**config.mk**
```make
export PLATFORM = sky130hd
export DESIGN_NAME = lrn_window_engine
export DESIGN_NICKNAME = d
export VERILOG_FILES = /design/src/rtl/lrn_window_engine.sv
export SDC_FILE = /design/constraint.sdc
export NUM_CORES = 1
export LEC_CHECK = 0
export CAP_MARGIN = 20
export CORE_MARGIN = 1.5
export CORE_UTILIZATION = 45
export CTS_CLUSTER_SIZE = 10
export DETAILED_ROUTE_END_ITERATION = 7
export GPL_ROUTABILITY_DRIVEN = 0
export PLACE_DENSITY = 0.66
export SETUP_SLACK_MARGIN = 0.15
export SLEW_MARGIN = 20
export SYNTH_ARGS = -nofsm -noshare
export SYNTH_HDL_FRONTEND = slang
export SYNTH_SLANG_ARGS = --single-unit
```
**constraint.sdc**
```tcl
create_clock -name core_clk -period 8.4 [get_ports core_clk]
set_input_delay 1.68 -clock core_clk [delete_from_list [all_inputs] [get_ports core_clk]]
set_output_delay 1.68 -clock core_clk [all_outputs]
set_load 0.005 [all_outputs]
```
**src/rtl/lrn_window_engine.sv**
```systemverilog
// Local response normalization over a captured pixel window: squares are accumulated
// while filling, then each pixel is divided by K + (sum >> ALPHA_SHIFT). Optional: LRN_OVERRUN_DET_EN.
module lrn_window_engine #(
   parameter int unsigned DATA_WIDTH  = 16,
   parameter int unsigned M_WIDTH     = 10,
   parameter int unsigned MAX_WIN     = 16,
   parameter int unsigned FRAC_BITS   = 8,
   parameter int unsigned K_CONST     = 1,
   parameter int unsigned ALPHA_SHIFT = 4
) (
   input  logic                  core_clk,
   input  logic                  reset,
   input  logic [M_WIDTH-1:0]    dim3,
   input  logic                  r_enable,
   input  logic [DATA_WIDTH-1:0] rd_data,
   output logic                  full_flag,
   output logic                  div_out_valid,
   output logic [DATA_WIDTH-1:0] div_out_data,
   output logic                  normalized_window,
   output logic                  overrun_err
);

   localparam int unsigned IDX_W = $clog2(MAX_WIN);
   localparam int unsigned PTR_W = IDX_W + 1;
   localparam int unsigned SQ_W  = 2 * DATA_WIDTH;
   localparam int unsigned ACC_W = SQ_W + IDX_W;
   localparam int unsigned DEN_W = ACC_W + 1;
   localparam int unsigned Q_W   = DATA_WIDTH + FRAC_BITS;
   localparam int unsigned CNT_W = $clog2(Q_W) + 1;

   typedef enum logic [2:0] {
      S_IDLE  = 3'd0,
      S_FILL  = 3'd1,
      S_DENOM = 3'd2,
      S_DIV   = 3'd3,
      S_OUT   = 3'd4,
      S_DONE  = 3'd5
   } state_e;

   state_e                state_q, state_d;
   logic                  rd_valid_q, rd_valid_d;
   logic [PTR_W-1:0]      win_len_q, win_len_d;
   logic [PTR_W-1:0]      wr_ptr_q, wr_ptr_d;
   logic [PTR_W-1:0]      rd_ptr_q, rd_ptr_d;
   logic [ACC_W-1:0]      acc_q, acc_d;
   logic [DEN_W-1:0]      denom_q, denom_d;
   logic [DEN_W-1:0]      rem_q, rem_d;
   logic [Q_W-1:0]        dvd_q, dvd_d;
   logic [Q_W-1:0]        quo_q, quo_d;
   logic [CNT_W-1:0]      div_cnt_q, div_cnt_d;
   logic                  full_flag_q, full_flag_d;
   logic                  div_out_valid_q, div_out_valid_d;
   logic [DATA_WIDTH-1:0] div_out_data_q, div_out_data_d;
   logic                  normalized_window_q, normalized_window_d;
   logic                  overrun_err_q, overrun_err_d;

   logic [DATA_WIDTH-1:0] win_buf_q [MAX_WIN];

   logic                  capture_c;
   logic                  fill_done_c;
   logic [PTR_W-1:0]      fill_cnt_c;
   logic [PTR_W-1:0]      win_len_c;
   logic [SQ_W-1:0]       sq_c;
   logic [DEN_W-1:0]      denom_raw_c;
   logic [DEN_W:0]        rem_sh_c;
   logic                  q_bit_c;

   // Captures are accepted only while filling and never past the buffer depth
   assign capture_c   = rd_valid_q && ((state_q == S_IDLE) || (state_q == S_FILL))
                        && (wr_ptr_q < PTR_W'(MAX_WIN));
   assign fill_cnt_c  = capture_c ? (wr_ptr_q + PTR_W'(1)) : wr_ptr_q;
   assign fill_done_c = (state_q == S_FILL) && (fill_cnt_c >= win_len_q);
   assign sq_c        = SQ_W'(rd_data) * SQ_W'(rd_data);
   assign denom_raw_c = DEN_W'(acc_q >> ALPHA_SHIFT) + DEN_W'(K_CONST);
   assign rem_sh_c    = {rem_q, dvd_q[Q_W-1]};
   assign q_bit_c     = (rem_sh_c >= {1'b0, denom_q});

   always_comb begin
      if (dim3 == '0) begin
         win_len_c = PTR_W'(1);
      end else if (32'(dim3) > MAX_WIN) begin
         win_len_c = PTR_W'(MAX_WIN);
      end else begin
         win_len_c = PTR_W'(dim3);
      end
   end

   // State register
   always_ff @(posedge core_clk) begin
      if (reset) begin
         state_q <= S_IDLE;
      end else begin
         state_q <= state_d;
      end
   end

   // Next-state logic
   always_comb begin
      state_d = state_q;
      case (state_q)
         S_IDLE:  if (r_enable) state_d = S_FILL;
         S_FILL:  if (fill_done_c) state_d = S_DENOM;
         S_DENOM: state_d = S_DIV;
         S_DIV:   if (div_cnt_q == CNT_W'(Q_W - 1)) state_d = S_OUT;
         S_OUT:   state_d = (rd_ptr_q == (win_len_q - PTR_W'(1))) ? S_DONE : S_DIV;
         S_DONE:  state_d = S_IDLE;
         default: state_d = S_IDLE;
      endcase
   end

   // Datapath: window capture, denominator and restoring divider
   always_comb begin
      rd_valid_d = r_enable;
      win_len_d  = win_len_q;
      wr_ptr_d   = wr_ptr_q;
      rd_ptr_d   = rd_ptr_q;
      acc_d      = acc_q;
      denom_d    = denom_q;
      rem_d      = rem_q;
      dvd_d      = dvd_q;
      quo_d      = quo_q;
      div_cnt_d  = div_cnt_q;

      if ((state_q == S_IDLE) && r_enable) win_len_d = win_len_c;
      if (capture_c) begin
         wr_ptr_d = wr_ptr_q + PTR_W'(1);
         acc_d    = acc_q + ACC_W'(sq_c);
      end
      if (state_q == S_DENOM) denom_d = (denom_raw_c == '0) ? DEN_W'(1) : denom_raw_c;
      if ((state_q == S_OUT) && (state_d == S_DIV)) rd_ptr_d = rd_ptr_q + PTR_W'(1);

      if ((state_d == S_DIV) && (state_q != S_DIV)) begin
         dvd_d     = Q_W'(win_buf_q[rd_ptr_d[IDX_W-1:0]]) << FRAC_BITS;
         rem_d     = '0;
         quo_d     = '0;
         div_cnt_d = '0;
      end else if (state_q == S_DIV) begin
         rem_d     = q_bit_c ? DEN_W'(rem_sh_c - {1'b0, denom_q}) : DEN_W'(rem_sh_c);
         quo_d     = {quo_q[Q_W-2:0], q_bit_c};
         dvd_d     = dvd_q << 1;
         div_cnt_d = div_cnt_q + CNT_W'(1);
      end

      if (state_q == S_DONE) begin
         acc_d    = '0;
         wr_ptr_d = '0;
         rd_ptr_d = '0;
      end
   end

   // Output logic, registered so each flag is high for the state it describes
   always_comb begin
      full_flag_d         = (state_d == S_DENOM) || (state_d == S_DIV)
                            || (state_d == S_OUT) || (state_d == S_DONE);
      div_out_valid_d     = (state_d == S_OUT);
      normalized_window_d = (state_d == S_DONE);
      div_out_data_d      = div_out_data_q;
      if ((state_q == S_DIV) && (state_d == S_OUT)) begin
         div_out_data_d = ((quo_d >> DATA_WIDTH) != '0) ? '1 : DATA_WIDTH'(quo_d);
      end
`ifdef LRN_OVERRUN_DET_EN
      overrun_err_d = overrun_err_q | (rd_valid_q && !capture_c
                      && (state_q != S_IDLE) && (state_q != S_FILL));
`else
      overrun_err_d = 1'b0;
`endif
   end

   always_ff @(posedge core_clk) begin
      if (reset) begin
         rd_valid_q          <= 1'b0;
         win_len_q           <= '0;
         wr_ptr_q            <= '0;
         rd_ptr_q            <= '0;
         acc_q               <= '0;
         denom_q             <= '0;
         rem_q               <= '0;
         dvd_q               <= '0;
         quo_q               <= '0;
         div_cnt_q           <= '0;
         full_flag_q         <= 1'b0;
         div_out_valid_q     <= 1'b0;
         div_out_data_q      <= '0;
         normalized_window_q <= 1'b0;
         overrun_err_q       <= 1'b0;
      end else begin
         rd_valid_q          <= rd_valid_d;
         win_len_q           <= win_len_d;
         wr_ptr_q            <= wr_ptr_d;
         rd_ptr_q            <= rd_ptr_d;
         acc_q               <= acc_d;
         denom_q             <= denom_d;
         rem_q               <= rem_d;
         dvd_q               <= dvd_d;
         quo_q               <= quo_d;
         div_cnt_q           <= div_cnt_d;
         full_flag_q         <= full_flag_d;
         div_out_valid_q     <= div_out_valid_d;
         div_out_data_q      <= div_out_data_d;
         normalized_window_q <= normalized_window_d;
         overrun_err_q       <= overrun_err_d;
      end
   end

   // Window buffer storage; contents need no reset since wr_ptr gates every use
   always_ff @(posedge core_clk) begin
      if (capture_c) win_buf_q[wr_ptr_q[IDX_W-1:0]] <= rd_data;
   end

   assign full_flag         = full_flag_q;
   assign div_out_valid     = div_out_valid_q;
   assign div_out_data      = div_out_data_q;
   assign normalized_window = normalized_window_q;
   assign overrun_err       = overrun_err_q;

endmodule

```
==> results.yml, run 1 <==
drt:
  postRouteAntennaNets: 0
  drtPass1Iterations: 6
  routed.top_layer: "met4"
  met3WireLength_um: 4450
  met1Wirelength_um: 30900
  dr_wl_met2_um: 35500
  num_vias: 21962
  drt_iter0_drc: 1742
  viasPerCell: 5.64
  routedWlPerCell_um: 18.9
  post-route-drc-count: 0
  wl_um: 73700
clock_network:
  cts_resized: 0
  cts-buffers-inserted: 52
  clock_latency_ns: 0.59
  postCtsSetupBuffers: 0
  htreeDepth: 2
  hold_buffers: 0
  cts_root_buffer: "clkbuf_16"
  clockBufferDepth: 3
  cts_tree: "done"
  clk_pin_slew_ns: 0.06
  cts_sinks: 445
die:
  start_util_pct: 45.4
  fp.dieH_um: 255
  ioPinCount: 49
  row_count: 92
  die-area_um2: 65100
  core_um2: 63000
  die_w_um: 255
sta:
  setup_viol: 0
  setup_tns_ns: 0
  hold_viol_final: 0
  rsz0062_at_grt: "no"
  fin_crit_sh_pct: 93.3
  relSlewSlack_pct: 28.4
  min_period_ns: 7.84
  setup_slack_ns: 0.561
  finClkSkew_ns: 0.0245
  tightestPinTransition_ns: 1.07
  final_max_slew_viol_count: 0
  max_freq_mhz: 128
grt:
  grt_use_total_pct: 23.0
  antenna_found_initial: 1
  grt_pass1_vias: 22189
  gr-total-overflow: 0
  grt_max_degree: 93
  grt_pass1_wl_um: 118000
pwr:
  pwr-share-comb_pct: 57.4
  seqPwrFrac_pct: 23.3
  p_leak_nw: 13.2
  p_sw_share_pct: 41.6
  p_int_mw: 6.31
  ir_drop_mv: 0.450
  clkPwrFrac_pct: 19.2
  power.switching_mw: 4.50
  power_density_nw_per_um2: 338
finish:
  layout_commonest_cell: "nand2_1"
  final_nets: 3393
  design_area_um2: 32000
  area_delta_synth_final_pct: 12.0
  layout-drive-gt1-share_pct: 6.33
  layout_common_cells: "418 x nand2_1, 381 x inv_1, 256 x edfxtp_1"
  multi_input_area_um2: 15300
  seq_area_um2: 11500
  nFillCells: 5694
  antenna_cells: 0
  instances_no_fill: 3895
placed_design:
  hpwl_um: 52100
  portBuffers: 47
  pre_cts_ws_ns: -0.0220
  dp.cells: 3803
  placement.cell_area_um2: 30500
worst_setup_path:
  crit_path_max_fanout: 17
  crit_path_frequent_cell: "fa_1"
  slowest_delay_ns: 0.56
  critPathBufInv: 9
  critPathTopFamily: "adder cells"
  slowest_stage: "fa_1"
  crit_type: "input pin to flop"
  cp-start-kind: "input pin"
  arrival_ns: 8.35
  worstSetupEndpointType: "flop"
  crit_required_ns: 8.91
flow_run:
  max_cap_violations: 0
yosys:
  yosysWarningCount: 0
  syn_area_um2: 28600
  synth.net_count: 3342
  post_synth_inst_count: 2962
  ys_seq_elements: 445
  synth-seq-area-share_pct: 40.1
  synth-edff-count: 256
  async_reset_ff_share_pct: 0
  avgSynthCellArea_um2: 9.65
  ys_types: 75
  synth_flop_cell: "edfxtp_1"
outcome:
  status: "complete, no violations"
min_path:
  hold_class: "flop to flop"
-- power groups by stage --
stage / registers, mW / clock network [mW] / logic, mW
2_1_floorplan: 2.51 / 0 / 4.56
3_3_place_gp: 2.56 / 0 / 5.99
3_5_place_dp: 2.56 / 0 / 6.16
4_1_cts: 2.52 / 2.12 / 6.20
5_1_grt: 2.53 / 2.21 / 7.02
6_report: 2.52 / 2.08 / 6.21
-- worst paths after layout --
kind / cells after the start / start / slack, ns / endpoint
max: 27 / rd_data[7] / 0.56 / acc_q[33]
max reg2reg: 17 / acc_q[11] / 3.09 / acc_q[32]
min reg2reg: 2 / denom_q[5] / 0.46 / denom_q[5]
min: 2 / denom_q[5] / 0.46 / denom_q[5]
-- per-layer routing --
| metal | track usage [%] | vias to the layer above |
|---|---|---|
| li1 | - | 10230 |
| met5 | 0 | - |
| met4 | 9.33 | 0 |
| met2 | 39.5 | 712 |
| met3 | 2.89 | 146 |
| met1 | 29.5 | 10874 |
-- tightest hold or removal path: cells and delay by family, from the launching register on --
kind,cells,cell delay [ns]
flip-flops,1,0.32
AO/OA/AOI/OAI,1,0.06
AND/OR/NAND/NOR,1,0.04
-- layout make-up --
cell class                 count  share of cell area, %
clock buffer                  87                   4.63
tap                          846                   3.30
sequential                   445                   35.8
clock inverter                 3                  0.137
multi-input combinational   1992                   47.7
timing repair buffer         141                   3.97
inverter                     381                   4.47
-- synth_stat cells, types with 27 or more instances --
cell type	n	area, um2
nand2_1	418	1570
inv_1	381	1430
edfxtp_1	256	7690
a21oi_1	205	1030
fa_1	195	3900
dfxtp_1	189	3780
nor2_1	160	601
ha_1	156	1950
clkbuf_1	123	462
o21ai_0	113	566
xnor2_1	67	587
and2_1	61	382
nand3_1	57	285
xor2_1	43	377
a211oi_1	42	315
a22oi_1	35	263
nor3_1	33	165
mux2i_1	32	320
a31oi_1	30	188
a32oi_1	28	245
a21o_1	27	203
and3_1	27	169
-- kinds of logic (layout without fill, tap and decap cells) --
kind of cell	count (synthesis)	after routing	share of synthesized area [%]
AO/OA/AOI/OAI	607	607	13.5
other	1	1	0.0131
buffers and inverters	525	612	6.94
adder cells (fa/ha/maj)	351	351	20.5
flip-flops	445	445	40.1
XOR/XNOR	113	113	3.57
AND/OR/NAND/NOR	884	884	14.1
multiplexers	36	36	1.28
-- per-stage QoR --
step	total power, mW	util (%)	hold slack [ns]
after floorplan	7.07	-	0.425
after global placement	8.55	48.4	0.444
after detailed placement	8.73	48.4	0.448
after CTS	10.8	50.8	0.461
after global routing	11.8	50.9	0.489
final	10.8	50.9	0.457
-- sequential cells by signal, indices dropped and copies added (netlist names), 3 cells and up --
| register | cells |
|---|---|
| quo_q | 23 |
| denom_q | 33 |
| rd_ptr_q | 5 |
| acc_q | 36 |
| rem_q | 37 |
| div_out_data | 16 |
| win_buf_q | 256 |
| div_cnt_q | 6 |
| dvd_q | 16 |
| state_q | 3 |
| wr_ptr_q | 5 |
| win_len_q | 5 |
Note: power is estimated with default switching activity, not from simulation.
==> run 2: changes to the inputs <==
--- a/config.mk
+++ b/config.mk
@@ -6,9 +6,9 @@
 export NUM_CORES = 1
 export LEC_CHECK = 0
 export CAP_MARGIN = 20
-export CORE_MARGIN = 1.5
+export CORE_MARGIN = 5
 export CORE_UTILIZATION = 45
-export CTS_CLUSTER_SIZE = 10
+export CTS_CLUSTER_SIZE = 20
 export DETAILED_ROUTE_END_ITERATION = 7
 export GPL_ROUTABILITY_DRIVEN = 0
 export PLACE_DENSITY = 0.66
==> results.yml, run 2 (synthesis gave the netlist of run 1 again) <==
flow_run:
  max_cap_violations: 0
drt:
  drt_iter0_drc: 1722
  postRouteAntennaNets: 0
  dr_wl_met2_um: 35500
  viasPerCell: 5.58
  drtPass1Iterations: 5
  wl_um: 72700
  num_vias: 21697
  routedWlPerCell_um: 18.7
  met3WireLength_um: 4270
  routed.top_layer: "met4"
  met1Wirelength_um: 31300
  post-route-drc-count: 0
clock_network:
  cts_tree: "done"
  htreeDepth: 2
  hold_buffers: 0
  postCtsSetupBuffers: 0
  cts_root_buffer: "clkbuf_16"
  cts_sinks: 445
  cts_resized: 0
  clock_latency_ns: 0.59
  cts-buffers-inserted: 47
  clk_pin_slew_ns: 0.06
  clockBufferDepth: 3
min_path:
  hold_class: "flop to flop"
  min-delay-start: "denom_q[4]"
outcome:
  status: "complete, no violations"
finish:
  final_nets: 3387
  multi_input_area_um2: 15300
  antenna_cells: 0
  nFillCells: 5605
  area_delta_synth_final_pct: 12.0
  seq_area_um2: 11500
  layout-drive-gt1-share_pct: 6.83
  layout_common_cells: "418 x nand2_1, 381 x inv_1, 256 x edfxtp_1"
  layout_commonest_cell: "nand2_1"
  largest_reg_flops: 256
grt:
  grt_use_total_pct: 21.2
  grt_pass1_wl_um: 117000
  gr-total-overflow: 0
  grt_max_degree: 93
  antenna_found_initial: 0
  grt_pass1_vias: 22146
worst_setup_path:
  r2r-start: "acc_q[11]"
  crit_required_ns: 8.90
  critPathTopFamily: "adder cells"
  crit_path_frequent_cell: "fa_1"
  critPathBufInv: 6
  critPathLaunch: "rd_data[1]"
  cp-start-kind: "input pin"
  slowest_delay_ns: 0.53
  crit_type: "input pin to flop"
  crit_path_max_fanout: 6
  slowest_stage: "fa_1"
  arrival_ns: 8.28
  crit_chain: "clkdlybuf4s50_1 > buf_12 > and2_1 > fa_1 > inv_1 > fa_1 > fa_1 > fa_1 > inv_1 > fa_1 > inv_1 > fa_1 > inv_1 > ha_1 > and3_1 > a221o_1 > a221o_1 > nor2_1 > nand3_1 > a32o_1 > a31oi_1 > a21oi_1 > xnor2_1 > a211oi_1"
  worstSetupEndpointType: "flop"
sta:
  tightestPinTransition_ns: 1.15
  hold_viol_final: 0
  relSlewSlack_pct: 22.7
  fin_crit_sh_pct: 92.6
  rsz0062_at_grt: "no"
  final_max_slew_viol_count: 0
  finClkSkew_ns: 0.0234
  min_period_ns: 7.78
  max_freq_mhz: 129
  setup_tns_ns: 0
  setup_viol: 0
die:
  ioPinCount: 49
  core_um2: 63000
  start_util_pct: 45.4
  fp.dieH_um: 262
  die_w_um: 262
  die-area_um2: 68700
  row_count: 92
pwr:
  finalPower_mw: 10.8
  p_leak_nw: 13.2
  power_density_nw_per_um2: 339
  ir_drop_mv: 0.478
placed_design:
  hpwl_um: 52200
  portBuffers: 47
-- run 2: cell count changes in the layout (fill, tap and decap cells not counted), sizes merged --
cell    previous run  this run
buf               95        94
bufinv             1         4
inv              382       385
clkbuf            87        69
clkinv             1         9
-- run 2: worst paths after layout --
path                     end  slack (ns)  cells after the start
setup / recovery   acc_q[32]        0.62                     24
hold / removal    denom_q[4]        0.46                      2
setup reg to reg   acc_q[32]        3.06                     17
hold reg to reg   denom_q[4]        0.46                      2
-- run 2: final cells by class --
| cell class | instances | share of cell area (%) |
|---|---|---|
| clock buffer | 69 | 4.31 |
| sequential | 445 | 35.8 |
| timing repair buffer | 140 | 3.78 |
| inverter | 381 | 4.47 |
| multi-input combinational | 1992 | 47.7 |
| tap | 846 | 3.31 |
| clock inverter | 17 | 0.621 |
-- run 2: per-stage QoR --
stage | cells | instance area [um2] | hold slack (ns) | utilization (%) | worst slack [ns]
floorplan | 2962 | 28600 | 0.425 | - | 0.500
global placement | 3803 | 30400 | 0.446 | 48.3 | 0.0419
detailed placement | 3803 | 30400 | 0.453 | 48.3 | 0.00247
CTS | 3889 | 32000 | 0.465 | 50.8 | 0.636
global route | 3890 | 32000 | 0.490 | 50.8 | 0.207
finish | 3890 | 32000 | 0.461 | 50.8 | 0.621
-- run 2: layer usage --
layer | up-vias | track usage [%]
li1 | 10212 | -
met1 | 10706 | 28.5
met2 | 666 | 36.6
met3 | 113 | 2.61
met4 | 0 | 5.63
met5 | - | 0
-- run 2: worst register-to-register path, cell delays in order (launching register included) --
cell and delay (ns):
dfxtp_1 0.61, fa_1 0.52, fa_1 0.49, fa_1 0.49, inv_1 0.05, fa_1 0.53
inv_1 0.04, ha_1 0.30, and3_1 0.20, a221o_1 0.39, a221o_1 0.40, nor2_1 0.09
nand3_1 0.11, a32o_1 0.28, a31oi_1 0.26, a21oi_1 0.14, xnor2_1 0.14, a211oi_1 0.21
-- run 2: power by group --
group          total (mW)  internal (mW)  switching [mW]
clock network        2.13           1.26           0.867
registers            2.52           2.40           0.115
logic                6.19           2.70            3.49
total                10.8           6.37            4.47
